$ cat src/rtl/program_loader_pkg.sv
// Shared constants and state encoding for the serial program loader.
// Build option: LOADER_CHECKSUM_EN adds the trailing XOR checksum byte (CHK state).
package program_loader_pkg;

  localparam logic [7:0] DEFAULT_SYNC_BYTE = 8'hAA;
  localparam int         LOADER_WORD_BYTES = 4;

  typedef enum logic [2:0] {
    IDLE = 3'd0,
    SYNC = 3'd1,
    LEN  = 3'd2,
    DATA = 3'd3,
`ifdef LOADER_CHECKSUM_EN
    CHK  = 3'd4,
`endif
    DONE = 3'd5,
    ERR  = 3'd6
  } state_t;

endpackage

$ cat src/rtl/program_loader_word_assembler.sv
// Big-endian byte-to-word assembler: the word is presented combinationally on the
// cycle its last byte arrives, so the owner can register it alongside the write.
module word_assembler
  import program_loader_pkg::*;
(
  input  logic        clk,
  input  logic        rstn,
  input  logic        clear,
  input  logic        byte_valid,
  input  logic [7:0]  byte_in,
  output logic [31:0] word_out,
  output logic        word_valid
);

  localparam logic [1:0] LAST_BYTE = 2'(LOADER_WORD_BYTES - 1);

  logic [23:0] shift_q, shift_d;
  logic [1:0]  cnt_q, cnt_d;

  always_comb begin
    shift_d = shift_q;
    cnt_d   = cnt_q;
    if (clear) begin
      shift_d = '0;
      cnt_d   = '0;
    end else if (byte_valid) begin
      shift_d = {shift_q[15:0], byte_in};
      cnt_d   = (cnt_q == LAST_BYTE) ? 2'd0 : cnt_q + 2'd1;
    end
  end

  always_ff @(posedge clk or negedge rstn) begin
    if (!rstn) begin
      shift_q <= '0;
      cnt_q   <= '0;
    end else begin
      shift_q <= shift_d;
      cnt_q   <= cnt_d;
    end
  end

  assign word_out   = {shift_q, byte_in};
  assign word_valid = byte_valid && !clear && (cnt_q == LAST_BYTE);

endmodule

$ cat src/rtl/program_loader.sv
// Serial program loader: handshake byte, 32-bit big-endian word count, then N words
// written to instruction memory. LOADER_CHECKSUM_EN appends an XOR checksum byte.
module program_loader
  import program_loader_pkg::*;
#(
  parameter int         IMEM_ADDR_W = 15,
  parameter logic [7:0] SYNC_BYTE   = DEFAULT_SYNC_BYTE
) (
  input  logic                   clk,
  input  logic                   rstn,
  input  logic                   start,
  input  logic [7:0]             rx_data,
  input  logic                   rx_ready,
  input  logic                   rx_ferr,
  output logic [7:0]             tx_data,
  output logic                   tx_start,
  input  logic                   tx_busy,
  output logic                   imem_we,
  output logic [IMEM_ADDR_W-1:0] imem_addr,
  output logic [31:0]            imem_wdata,
  output logic                   busy,
  output logic                   done,
  output logic                   err
);

  typedef logic [IMEM_ADDR_W:0] cnt_t;

  localparam logic [32:0] MAX_WORDS = 33'(1) << IMEM_ADDR_W;
`ifdef LOADER_CHECKSUM_EN
  localparam state_t AFTER_DATA = CHK;
`else
  localparam state_t AFTER_DATA = DONE;
`endif

  state_t                 state_q, state_d;
  cnt_t                   word_cnt_q, word_cnt_d;
  cnt_t                   len_q, len_d;
  logic                   imem_we_q, imem_we_d;
  logic [IMEM_ADDR_W-1:0] imem_addr_q, imem_addr_d;
  logic [31:0]            imem_wdata_q, imem_wdata_d;
  logic                   tx_start_q, tx_start_d;
`ifdef LOADER_CHECKSUM_EN
  logic [7:0]             xor_q, xor_d;
`endif

  logic        idle_like;
  logic        asm_clear;
  logic        asm_valid;
  logic [31:0] asm_word;
  logic        asm_word_valid;
  logic        byte_bad;

  assign idle_like = (state_q == IDLE) || (state_q == DONE) || (state_q == ERR);
  assign asm_clear = idle_like && start;
  // Framing-errored bytes never reach the assembler, so no partial word can complete.
  assign asm_valid = rx_ready && !rx_ferr && ((state_q == LEN) || (state_q == DATA));
  assign byte_bad  = rx_ready && rx_ferr;

  word_assembler u_asm (
    .clk        (clk),
    .rstn       (rstn),
    .clear      (asm_clear),
    .byte_valid (asm_valid),
    .byte_in    (rx_data),
    .word_out   (asm_word),
    .word_valid (asm_word_valid)
  );

  always_comb begin
    state_d      = state_q;
    word_cnt_d   = word_cnt_q;
    len_d        = len_q;
    imem_we_d    = 1'b0;
    imem_addr_d  = imem_addr_q;
    imem_wdata_d = imem_wdata_q;
    tx_start_d   = 1'b0;
`ifdef LOADER_CHECKSUM_EN
    xor_d        = xor_q;
`endif
    case (state_q)
      IDLE, DONE, ERR: begin
        if (start) begin
          state_d    = SYNC;
          word_cnt_d = '0;
          len_d      = '0;
`ifdef LOADER_CHECKSUM_EN
          xor_d      = '0;
`endif
        end
      end
      SYNC: begin
        if (!tx_busy) begin
          tx_start_d = 1'b1;
          state_d    = LEN;
        end
      end
      LEN: begin
        if (byte_bad) begin
          state_d = ERR;
        end else if (asm_word_valid) begin
          len_d = asm_word[IMEM_ADDR_W:0];
          if (asm_word == 32'd0)
            state_d = AFTER_DATA;
          else if ({1'b0, asm_word} > MAX_WORDS)
            state_d = ERR;
          else
            state_d = DATA;
        end
      end
      DATA: begin
        if (byte_bad) begin
          state_d = ERR;
        end else if (asm_valid) begin
`ifdef LOADER_CHECKSUM_EN
          xor_d = xor_q ^ rx_data;
`endif
          if (asm_word_valid) begin
            imem_we_d    = 1'b1;
            imem_addr_d  = word_cnt_q[IMEM_ADDR_W-1:0];
            imem_wdata_d = asm_word;
            word_cnt_d   = word_cnt_q + cnt_t'(1);
            if (word_cnt_d == len_q)
              state_d = AFTER_DATA;
          end
        end
      end
`ifdef LOADER_CHECKSUM_EN
      CHK: begin
        if (byte_bad)
          state_d = ERR;
        else if (rx_ready)
          state_d = (rx_data == xor_q) ? DONE : ERR;
      end
`endif
      default: state_d = IDLE;
    endcase
  end

  always_ff @(posedge clk or negedge rstn) begin
    if (!rstn) begin
      state_q      <= IDLE;
      word_cnt_q   <= '0;
      len_q        <= '0;
      imem_we_q    <= 1'b0;
      imem_addr_q  <= '0;
      imem_wdata_q <= '0;
      tx_start_q   <= 1'b0;
`ifdef LOADER_CHECKSUM_EN
      xor_q        <= '0;
`endif
    end else begin
      state_q      <= state_d;
      word_cnt_q   <= word_cnt_d;
      len_q        <= len_d;
      imem_we_q    <= imem_we_d;
      imem_addr_q  <= imem_addr_d;
      imem_wdata_q <= imem_wdata_d;
      tx_start_q   <= tx_start_d;
`ifdef LOADER_CHECKSUM_EN
      xor_q        <= xor_d;
`endif
    end
  end

  assign tx_data    = SYNC_BYTE;
  assign tx_start   = tx_start_q;
  assign imem_we    = imem_we_q;
  assign imem_addr  = imem_addr_q;
  assign imem_wdata = imem_wdata_q;
`ifdef LOADER_CHECKSUM_EN
  assign busy       = (state_q == SYNC) || (state_q == LEN) || (state_q == DATA) || (state_q == CHK);
`else
  assign busy       = (state_q == SYNC) || (state_q == LEN) || (state_q == DATA);
`endif
  assign done       = (state_q == DONE);
  assign err        = (state_q == ERR);

endmodule

$ cat config.mk
export PLATFORM = sky130hd
export DESIGN_NAME = program_loader
export DESIGN_NICKNAME = d
export VERILOG_FILES = /design/src/rtl/program_loader_pkg.sv /design/src/rtl/program_loader_word_assembler.sv /design/src/rtl/program_loader.sv
export SDC_FILE = /design/constraint.sdc
export NUM_CORES = 1
export LEC_CHECK = 0
export CAP_MARGIN = 0
export CORE_AREA = 2 2 114 127
export CTS_CLUSTER_DIAMETER = 60
export CTS_CLUSTER_SIZE = 24
export DETAILED_ROUTE_END_ITERATION = 6
export DIE_AREA = 0 0 116 129
export GPL_TIMING_DRIVEN = 0
export SETUP_SLACK_MARGIN = 0.1
export SYNTH_ARGS = -nofsm -noshare
export SYNTH_HDL_FRONTEND = slang
export SYNTH_HIERARCHICAL = 1
export SYNTH_SLANG_ARGS = --single-unit
$ cat constraint.sdc
create_clock -name clk -period 6.65 [get_ports clk]
set_input_delay 1.33 -clock clk [delete_from_list [all_inputs] [get_ports clk]]
set_output_delay 1.33 -clock clk [all_outputs]
set_load 0.02 [all_outputs]
## After elaboration in Yosys (flattened, before gate mapping)

Cells that the tools add are included.

- $add $sub $neg: 2
- $mul: 0
- Divide/modulo/power cells: 0
- Magnitude comparators: 1
- Equality and inequality tests: 18
- Shift-type cells: 0
- Multiplexer cells: 30
- Bitwise operators: 1
- Reduce and logical (&&, ||, !) cells: 23

Operator list:

| kind | number |
|---|---|
| two-way mux 16 bit | 6 |
| case mux 16 bit (2 select lines) | 2 |
| two-way mux 24 bit | 2 |
| greater-than comparator 32 x 16 -> 1 bit (second input constant) | 1 |
| zero test 32 bit | 1 |
| two-way mux 3 bit | 10 |
| adder 16 x 1 -> 16 bit (second input constant) | 1 |
| == test 16 bit | 1 |
| != test 2 bit (second input constant) | 6 |
| case mux 3 bit (4 select lines) | 1 |
| != test 3 bit (second input constant) | 3 |
| AND reduction 4 bit | 2 |
| == test 3 x 2 -> 1 bit (second input constant) | 2 |
| == test 3 bit (second input constant) | 2 |
| logical AND 1 bit | 6 |
| two-way mux 1 bit | 6 |
| two-way mux 2 bit | 3 |
| AND reduction 6 bit | 1 |
| nonzero test 2 bit | 3 |
| logical OR 1 bit | 5 |
| AND reduction 5 bit | 1 |
| == test 3 x 1 -> 1 bit (second input constant) | 1 |
| zero test 3 bit | 1 |
| != test 3 x 2 -> 1 bit (second input constant) | 1 |
| 6 further kinds | 7 |

- Register bits after elaboration: 110
- Bits in latches: 0
- Bits in writable memories: 0
- ROM bits: 0
- Input bits: 14
- Output and inout bits: 60
- Word-level logic and storage cells: 84
- Memories: 0

## Depth between registers and ports, before layout

Gate-level depths: netlist of run 1.

- Word-level depth: 11
- Depth in mapped cells: 15
- Gate-level depth less buffers: 11

## Cells and area by module

The synthesis of run 1 kept the hierarchy.

Modules (own cells, without submodules):

| module | instances | cells an instance | area an instance (sq um) | sequential area each (sq um) |
|---|---|---|---|---|
| program_loader | 1 | 505 | 4170.2 | 2102.0 |
| word_assembler | 1 | 95 | 1156.1 | 650.6 |

## Worst setup path after synthesis of run 1

No wires, ideal clock.

- Kind: input -> register
- From: input port rx_ferr
- To: register state_q[1]
- Arrival: 3376 ps
- Data required time: 6526 ps
- Slack: 3150 ps
- Cell stages on the path: 10
- Buffers on the path: 2
- Path through: nor3b_1 > buf_6 > buf_12 > nand2_1 > nor2_1 > nand4_1 > or4_1 > nor4_1 > a31oi_1 > a211o_1

- Cells in the longest elaborated chain, start to end: 7
- Elaborated cells between the ends (all ways): 14

Ends and longest elaborated chain:

| item | line | RTL |
|---|---|---|
| from (decl) | program_loader.sv:14 | `input logic rx_ferr,` |
| zero test 1 bit (*) | program_loader.sv:56 | `assign asm_valid = rx_ready && !rx_ferr && ((state_q == LEN) \|\| (state_q == DATA));` |
| logical AND 1 bit (*) (2 in a row) | program_loader.sv:56 |  |
| logical AND 1 bit (*) (2 in a row) | program_loader_word_assembler.sv:43 | `assign word_valid = byte_valid && !clear && (cnt_q == LAST_BYTE);` |
| net asm_word_valid | program_loader.sv:50 | `logic asm_word_valid;` |
| != test 3 bit (no line) | - |  |
| AND reduction 6 bit (no line) (*) | - |  |
| to (signal assigned) | program_loader.sv:152 | `state_q <= state_d;` |
| to (decl) | program_loader.sv:35 | `state_t state_q, state_d;` |

Mark *: on every way through the listed nets, which the timed path passes. The rest lies on a longest branch.
A chain may end at the register's enable or synchronous reset.

## Final worst setup path of run 1

- From: input port rx_ready
- To: register imem_wdata_q[27] (netlist: imem_wdata[27])

- Cells in the longest elaborated chain, start to end: 5
- Elaborated cells between the ends (all ways): 7

Ends and longest elaborated chain:

| item | line | RTL |
|---|---|---|
| from (decl) | program_loader.sv:13 | `input logic rx_ready,` |
| logical AND 1 bit (2 in a row) | program_loader.sv:56 |  |
| net asm_valid | program_loader.sv:48 | `logic asm_valid;` |
| logical AND 1 bit (2 in a row) | program_loader_word_assembler.sv:43 |  |
| net asm_word_valid | program_loader.sv:50 |  |
| AND reduction 4 bit (no line) | - |  |
| to (signal assigned) | program_loader.sv:157 | `imem_wdata_q <= imem_wdata_d;` |
| to (decl) | program_loader.sv:40 | `logic [31:0] imem_wdata_q, imem_wdata_d;` |

The timed path passes the listed nets, and every way through them passes these cells.

==> results of run 1 <==
power by group:
group	internal (mW)	switching, mW
combinational	0.224	0.299
clock	0.303	0.249
sequential	0.777	0.123
critical path, cell delays in order:
cell and delay (ns):
clkdlybuf4s50_1 0.58, nor3b_1 0.35, buf_6 0.23, buf_12 0.16
nand2_1 0.05, nor2_1 0.28, nand3_1 0.31, inv_1 0.19
clkbuf_1 0.51, buf_1 0.45, nand2_1 0.12, nand2_1 0.07
routing by layer:
metal	vias up	global-route usage	wire length (um)
met3	9	0.0386	513
met4	0	0.0574	154
met5	-	0	0
met2	92	0.316	6560
li1	2132	-	-
met1	2115	0.239	5890
state kept, by name, summed over array words and instances, names as in the netlist:
| signal | count |
|---|---|
| len_q | 16 |
| u_asm/shift_q | 24 |
| word_cnt_q | 16 |
| u_asm/cnt_q | 2 |
| imem_we | 1 |
| imem_addr | 15 |
| tx_start | 1 |
| state_q | 3 |
| imem_wdata | 32 |
synthesized netlist by cell type (7+ instances only):
cell type	n	area [um2]
a21oi_1	10	50.1
buf_2	7	35.0
buf_4	17	128
clkbuf_1	20	75.1
dfrtp_1	110	2750
inv_1	8	30.0
mux2i_1	25	250
nand2_1	199	747
nand3_1	7	35.0
nor2_1	44	165
nor3_1	9	45.0
nor4_1	12	75.1
o21ai_0	44	220
xnor2_1	16	140
xor2_1	9	78.8
final cells by class:
type | count | area [um2]
inverters | 8 | 30.0
clock inverters | 5 | 58.8
clock buffers | 11 | 243
multi-input cells | 438 | 2270
fillers | 1353 | 7060
well taps | 188 | 235
repair buffers | 66 | 676
plain buffers | 50 | 300
flip-flops and latches | 110 | 2750
kinds of logic after synthesis:
family	synth area share
AO/OA/AOI/OAI	0.0853
XOR/XNOR	0.0411
adder cells (fa/ha/maj)	0.00470
buffers and inverters	0.0620
flip-flops	0.517
multiplexers	0.0470
other	0.00141
AND/OR/NAND/NOR	0.242
path summary, 6_finish.rpt:
kind                       slack, ns  depth (start not counted)             end
max                             2.30                         12  imem_wdata[27]
min                             0.47                          2  imem_wdata[29]
max reg2reg                     2.96                         14  imem_wdata[27]
min reg2reg                     0.47                          2  imem_wdata[29]
max in group asynchronous       4.96                          2  imem_wdata[27]
min in group asynchronous       0.96                          1    imem_addr[0]
stage by stage:
| step | hold slack [ns] | cell area [um2] |
|---|---|---|
| 2_1_floorplan | 0.460 | 5350 |
| 3_3_place_gp | 0.458 | 6230 |
| 4_1_cts | 0.479 | 6560 |
| 6_report | 0.473 | 6560 |
| 3_5_place_dp | 0.461 | 6260 |
| 5_1_grt | 0.500 | 6560 |
==> impl_metrics.csv, run 1 <==
group,metric,value,unit
synth,ys_seq_area_frac,0.517,
timing,worst_slack,2.30,ns
synth,netlist_area,5330,um2
synth,syn_inst,600,
synth,ys.flop_type,"dfrtp_1",
final_layout,fin_nets,699,
global_route,grt_use_total,0.186,
final_layout,syn2layout_area_growth,23.2,%
synth,yosysWarningCount,6,
cts,tritoncts,"yes",
setup_path,cp_data_required_time,6.95,ns
global_route,grt_pass1_wl,21.7,mm
final_layout,fin_util,0.482,
pwr,power_per_cell_area,301,nW/um2
flow_run,max_cap_violations,0,
timing,tightest_slew,0.675,ns
synth,synth-edff-count,0,
cts,insertion_delay,0.35,ns
place,place.gp.congestion,0.815,
timing,hold_viol,0,
timing,finalSetupTns,0,ns
cts,cts_root_buffer,"clkbuf_16",
final_layout,final_common_cell,"nand2_1",
floorplan,chipWidth,116,um
timing,setup_viol,0,
place,hpwl,9.46,mm
setup_path,arrival,4.65,ns
route,drt-pass1-iter-count,4,
timing,fmax,230,MHz
global_route,antenna_found_initial,0,
min_path,min-delay-start,"imem_wdata[29]",
setup_path,r2r-start,"state_q[1]",
global_route,grt_pass1_vias,4337,
cts,postCtsSetupRepairBufs,0,
setup_path,endpoint_kind,"flop",
cts,clk_pin_slew,0.07,ns
synth,ys_types,45,
final_layout,fin_cells,876,
setup_path,startpoint_type,"primary input",
floorplan,fp.dieH,129,um
pwr,ir_drop,0.000156,V
cts,ctsHoldBuffers,0,
place,placed_cells,860,
route,drc,0,
cts,htree_num_levels,3,
status,outcome,"complete, no violations",
place,pre_cts_ws,1.92,ns
cts,cts_sinks,110,
final_layout,final_cell_mix,"nand2_1 (199), dfrtp_1 (110), clkdlybuf4s50_1 (64)",
timing,finClkSkew,0.00574,ns
route,route.vias.total,4348,
final_layout,antennaDiodeCount,0,
timing,fin_crit_sh,0.654,
floorplan,die-area,15000,um2
synth,ys_ff_latch,110,
global_route,grt_max_degree,72,
timing,relSlewSlack,0.546,
route,drtIter0Drc,265,
place,port_buffers,65,
synth,async_flop_share,1.00,
setup_path,crit_type,"primary input to flop",
floorplan,num_rows,45,
route,wl_per_cell,15.0,um
setup_path,crit_start,"rx_ready",
cts,cts-buffers-inserted,9,
min_path,hold_class,"flop to flop",
global_route,grt.overflow.total,0,
floorplan,core_area,13600,um2
synth,avgSynthCellArea,8.88,um2
timing,drv_slew,0,
floorplan,initial_core_util,0.391,
route,drtAntennaViolNets,0,
setup_path,cp_max_fo,10,
cts,clk_path_buf_depth,2,
timing,post-route-min-period,4.35,ns
route,finalWirelength,13.1,mm
final_layout,drive_gt1_frac,0.0727,
route,avgViaCountPerCell,4.96,
pwr,p_leak,3.08,nW
pwr,p_total,1.97,mW
timing,rsz0062_at_grt,"false",
floorplan,io_pins,74,
cts,cts_resized,0,
Note: power is estimated with default switching activity, not from simulation.
==> run 2: changes to the inputs <==
clock period = 3.74 ns   (was 6.65 ns; I/O delays follow)
==> impl_metrics.csv, run 2 (same netlist as run 1, synthesis figures left out) <==
group,metric,value,unit
timing,post-route-min-period,3.46,ns
cts,clk_pin_slew,0.07,ns
final_layout,final_common_cell,"nand2_1",
pwr,swShare,0.340,
final_layout,largest_reg_flops,32,
pwr,ir_drop,0.000275,V
cts,cts_root_buffer,"clkbuf_16",
timing,tightest_slew,0.681,ns
timing,fmax,289,MHz
cts,clk_path_buf_depth,2,
cts,ctsHoldBuffers,0,
route,finalWirelength,13.1,mm
timing,fin_crit_sh,0.925,
final_layout,antennaDiodeCount,0,
final_layout,final_cell_mix,"nand2_1 (199), dfrtp_1 (110), clkdlybuf4s50_1 (64)",
setup_path,cp_max_fo,10,
timing,finClkSkew,0.00450,ns
global_route,grt_pass1_vias,4347,
place,port_buffers,65,
timing,hold_viol,0,
setup_path,cpPeakStageDelay,0.58,ns
timing,setup_viol,0,
final_layout,fin_util,0.482,
floorplan,chipWidth,116,um
global_route,grt.overflow.total,0,
place,hpwl,9.46,mm
setup_path,cp_num_buf_inv,3,
timing,rsz0062_at_grt,"false",
flow_run,max_cap_violations,0,
place,place.gp.congestion,0.815,
route,avgViaCountPerCell,4.96,
pwr,power_per_cell_area,535,nW/um2
floorplan,num_rows,45,
cts,cts-buffers-inserted,9,
pwr,p_int,2.32,mW
route,drc,0,
final_layout,syn2layout_area_growth,23.3,%
cts,htree_num_levels,3,
pwr,seqPwrFrac,0.457,
final_layout,drive_gt1_frac,0.0815,
route,drt-pass1-iter-count,5,
global_route,grt_pass1_wl,21.7,mm
timing,drv_slew,0,
timing,holdWs,0.374,ns
route,drtAntennaViolNets,0,
setup_path,cp_data_required_time,3.98,ns
cts,cts_sinks,110,
floorplan,core_area,13600,um2
timing,finalSetupTns,0,ns
floorplan,die-area,15000,um2
timing,relSlewSlack,0.542,
floorplan,initial_core_util,0.391,
route,wl_per_cell,15.0,um
floorplan,io_pins,74,
final_layout,fin_nets,698,
cts,insertion_delay,0.35,ns
global_route,antenna_found_initial,0,
min_path,hold_class,"primary input to asynchronous set/reset pin",
setup_path,crit_path_cell_trace,"clkdlybuf4s50_1 -> nor3b_2 -> buf_6 -> buf_12 -> nand2_1 -> nor2_2 -> nand4_1 -> or4_1 -> nor4_1 -> a31oi_1 -> a211o_1",
pwr,power.switching,1.19,mW
pwr,p_leak,3.10,nW
pwr,clockPowerShare,0.279,
status,outcome,"complete, no violations",
setup_path,startpoint_type,"primary input",
cts,tritoncts,"yes",
setup_path,cp_slowest_cell,"clkdlybuf4s50_1",
route,drtIter0Drc,225,
setup_path,endpoint_kind,"flop",
setup_path,arrival,3.70,ns
route,route.vias.total,4342,
global_route,grt_max_degree,72,
floorplan,fp.dieH,129,um
setup_path,crit_type,"primary input to flop",
setup_path,crit_family,"simple AND/OR/NAND/NOR gates",
global_route,grt_use_total,0.186,
pwr,comb_power_share,0.264,
[run 2: final cells by class]
| class | instances | area (um2) |
|---|---|---|
| fillers | 1351 | 7060 |
| flip-flops and latches | 110 | 2750 |
| clock buffers | 11 | 243 |
| inverters | 8 | 30.0 |
| well taps | 188 | 235 |
| multi-input cells | 438 | 2270 |
| clock inverters | 5 | 58.8 |
| plain buffers | 49 | 302 |
| repair buffers | 66 | 676 |
[run 2: what timing repair did]
item,CTS,global route
cloned,0,0
setup endpoints to repair,31,52
gates resized for setup,2,6
setup buffers,0,0
[run 2: layer usage]
| layer | wire, um | part of all wire | GRT usage | vias up |
|---|---|---|---|---|
| li1 | - | - | - | 2131 |
| met1 | 5920 | 0.45 | 0.238 | 2110 |
| met2 | 6580 | 0.50 | 0.318 | 91 |
| met3 | 461 | 0.035 | 0.0386 | 10 |
| met4 | 165 | 0.013 | 0.0574 | 0 |
| met5 | 0 | 0 | 0 | - |
[run 2: worst paths after layout]
kind,end,cells past startpoint,from,slack [ns]
max reg2reg,state_q[1],9,word_cnt_q[0],0.35
min,imem_addr[0],1,rstn,0.37
min reg2reg,imem_wdata[29],2,imem_wdata[29],0.47
max,state_q[1],11,rx_ready,0.28
min in group clk,imem_wdata[29],2,imem_wdata[29],0.47
max in group asynchronous,imem_wdata[27],2,rstn,2.63
[run 2: through the flow]
step | area, um2 | setup WS (ns) | std cells | power [mW]
floorplan | 5350 | 0.821 | 606 | 2.23
finish | 6570 | 0.281 | 875 | 3.51
global route | 6570 | 0.135 | 875 | 3.71
CTS | 6570 | 0.156 | 876 | 3.53
detailed placement | 6260 | -0.413 | 860 | 2.55
global placement | 6230 | -2.35 | 859 | 2.53
[run 2: power by group through the flow]
| stage | clock, mW | sequential, mW | combinational (mW) |
|---|---|---|---|
| detailed placement | 0 | 1.62 | 0.925 |
| finish | 0.980 | 1.61 | 0.927 |
| floorplan | 0 | 1.55 | 0.675 |
| global placement | 0 | 1.62 | 0.910 |
| global route | 1.04 | 1.63 | 1.04 |
| CTS | 0.998 | 1.60 | 0.934 |
[run 2: worst register-to-register path, delay by kind of cell, from the launching register on]
kind	cells	cell delay, ns
xor gates and xnor gates	1	0.14
AOI/OAI and AO/OA	3	0.87
DFF	1	0.52
buffers and inverters	1	0.26
and+or+nand+nor	3	1.31
adders and majority gates	1	0.20
==> run 3: changes to the inputs <==
clock period = 4 ns   (was 3.74 ns; I/O delays follow)
==> impl_metrics.csv, run 3 (same netlist as run 1, synthesis figures left out) <==
group,metric,value,unit
pwr,power.switching,1.11,mW
pwr,comb_power_share,0.265,
final_layout,largest_reg_flops,32,
timing,post-route-min-period,3.61,ns
route,drt-pass1-iter-count,4,
cts,cts_root_buffer,"clkbuf_16",
global_route,grt.overflow.total,0,
final_layout,fin_nets,699,
floorplan,io_pins,74,
floorplan,num_rows,45,
route,drc,0,
route,wl_per_cell,14.9,um
setup_path,cp_num_buf_inv,3,
setup_path,cp_max_fo,10,
cts,clk_pin_slew,0.07,ns
place,placed_area,6260,um2
cts,htree_num_levels,3,
pwr,seqPwrFrac,0.456,
setup_path,cp-endpoint,"state_q[1]",
setup_path,arrival,3.86,ns
pwr,ir_drop,0.000258,V
timing,rsz0062_at_grt,"false",
pwr,p_total,3.28,mW
setup_path,r2r-start,"state_q[1]",
timing,setup_viol,0,
cts,ctsHoldBuffers,0,
timing,drv_slew,0,
final_layout,final_common_cell,"nand2_1",
final_layout,final_cell_mix,"nand2_1 (199), dfrtp_1 (110), clkdlybuf4s50_1 (64)",
status,outcome,"complete, no violations",
timing,relSlewSlack,0.553,
cts,postCtsSetupRepairBufs,0,
timing,fmax,277,MHz
timing,fin_crit_sh,0.903,
timing,worst_slack,0.387,ns
global_route,grt_use_total,0.186,
cts,insertion_delay,0.36,ns
pwr,p_int,2.17,mW
timing,finalSetupTns,0,ns
setup_path,cp_data_required_time,4.24,ns
setup_path,cpPeakStageDelay,0.58,ns
setup_path,crit_start,"rx_ready",
flow_run,max_cap_violations,0,
setup_path,crit_type,"primary input to flop",
place,pre_cts_ws,-0.205,ns
place,place.gp.congestion,0.815,
final_layout,syn2layout_area_growth,23.3,%
route,avgViaCountPerCell,4.95,
pwr,clockPowerShare,0.279,
setup_path,endpoint_kind,"flop",
route,drtAntennaViolNets,0,
pwr,p_leak,3.09,nW
place,port_buffers,65,
pwr,swShare,0.339,
final_layout,drive_gt1_frac,0.0770,
setup_path,startpoint_type,"primary input",
floorplan,core_area,13600,um2
timing,tightest_slew,0.664,ns
route,finalWirelength,13.1,mm
min_path,hold_class,"primary input to asynchronous set/reset pin",
route,route.vias.total,4337,
cts,cts_sinks,110,
cts,tritoncts,"yes",
cts,cts-buffers-inserted,9,
setup_path,r2r_end,"state_q[1]",
final_layout,antennaDiodeCount,0,
global_route,grt_max_degree,72,
timing,holdWs,0.422,ns
setup_path,crit_path_cell_trace,"clkdlybuf4s50_1 -> nor3b_2 -> buf_6 -> buf_12 -> nand2_1 -> nor2_1 -> nand4_1 -> or4_1 -> nor4_1 -> a31oi_1 -> a211o_1",
floorplan,initial_core_util,0.391,
setup_path,crit_family,"simple AND/OR/NAND/NOR gates",
setup_path,cp_slowest_cell,"clkdlybuf4s50_1",
pwr,power_per_cell_area,500,nW/um2
floorplan,fp.dieH,129,um
final_layout,final_area,6570,um2
global_route,antenna_found_initial,0,
cts,clk_path_buf_depth,2,
global_route,grt_pass1_wl,21.7,mm
global_route,grt_pass1_vias,4337,
timing,hold_viol,0,
place,hpwl,9.46,mm
setup_path,r2r_cells,13,
route,drtIter0Drc,221,
final_layout,fill_cells,1354,
setup_path,cp.depth,11,
floorplan,die-area,15000,um2
setup_path,r2r_slack,0.45,ns
timing,finClkSkew,0.00452,ns
floorplan,chipWidth,116,um
[run 3: cell types whose count changed in the layout (fill, tap and decap cells not counted), sizes merged]
cell,before,now
clkbuf,31,32
[run 3: power by group through the flow]
stage	logic [mW]	registers, mW	clock network, mW
6_report	0.871	1.50	0.916
5_1_grt	0.978	1.52	0.975
4_1_cts	0.872	1.50	0.934
3_5_place_dp	0.865	1.52	0
3_3_place_gp	0.851	1.51	0
2_1_floorplan	0.632	1.45	0
[run 3: layout make-up]
cell class	instances	area (um2)	share of cell area
Sequential cell	110	2750	0.419
Multi-Input combinational cell	438	2270	0.346
Timing Repair Buffer	66	676	0.103
Buffer	50	303	0.0461
Clock buffer	11	243	0.0370
Tap cell	188	235	0.0358
Clock inverter	5	58.8	0.00895
Inverter	8	30.0	0.00457
[run 3: stage by stage]
stage | utilization | instances
6_report | 0.482 | 876
5_1_grt | 0.482 | 876
4_1_cts | 0.482 | 876
3_5_place_dp | 0.459 | 860
3_3_place_gp | 0.458 | 859
2_1_floorplan | - | 606
[run 3: how the worst min path moves through the flow]
stage	from	end	slack, ns	depth (start not counted)
final	rstn	imem_addr[0]	0.42	1
after CTS	rstn	imem_addr[1]	0.45	1
after global placement	imem_addr[8]	imem_addr[8]	0.46	2
after global routing	rstn	imem_addr[3]	0.47	1
after detailed placement	imem_wdata[29]	imem_wdata[29]	0.46	2
after floorplan	u_asm/shift_q[20]	imem_wdata[28]	0.46	2
[run 3: repair_timing]
action | in CTS | in global routing
endpoints found under the hold margin | 0 | 0
setup endpoints to repair | 0 | 33
gates resized for setup | 0 | 4
[run 3: layer usage]
layer  vias to the layer above  wire [um]  GRT usage
met5                         -          0          0
met4                         0        185     0.0574
met3                        11        518     0.0386
met2                        89       6580      0.316
met1                      2104       5810      0.239
li1                       2133          -          -
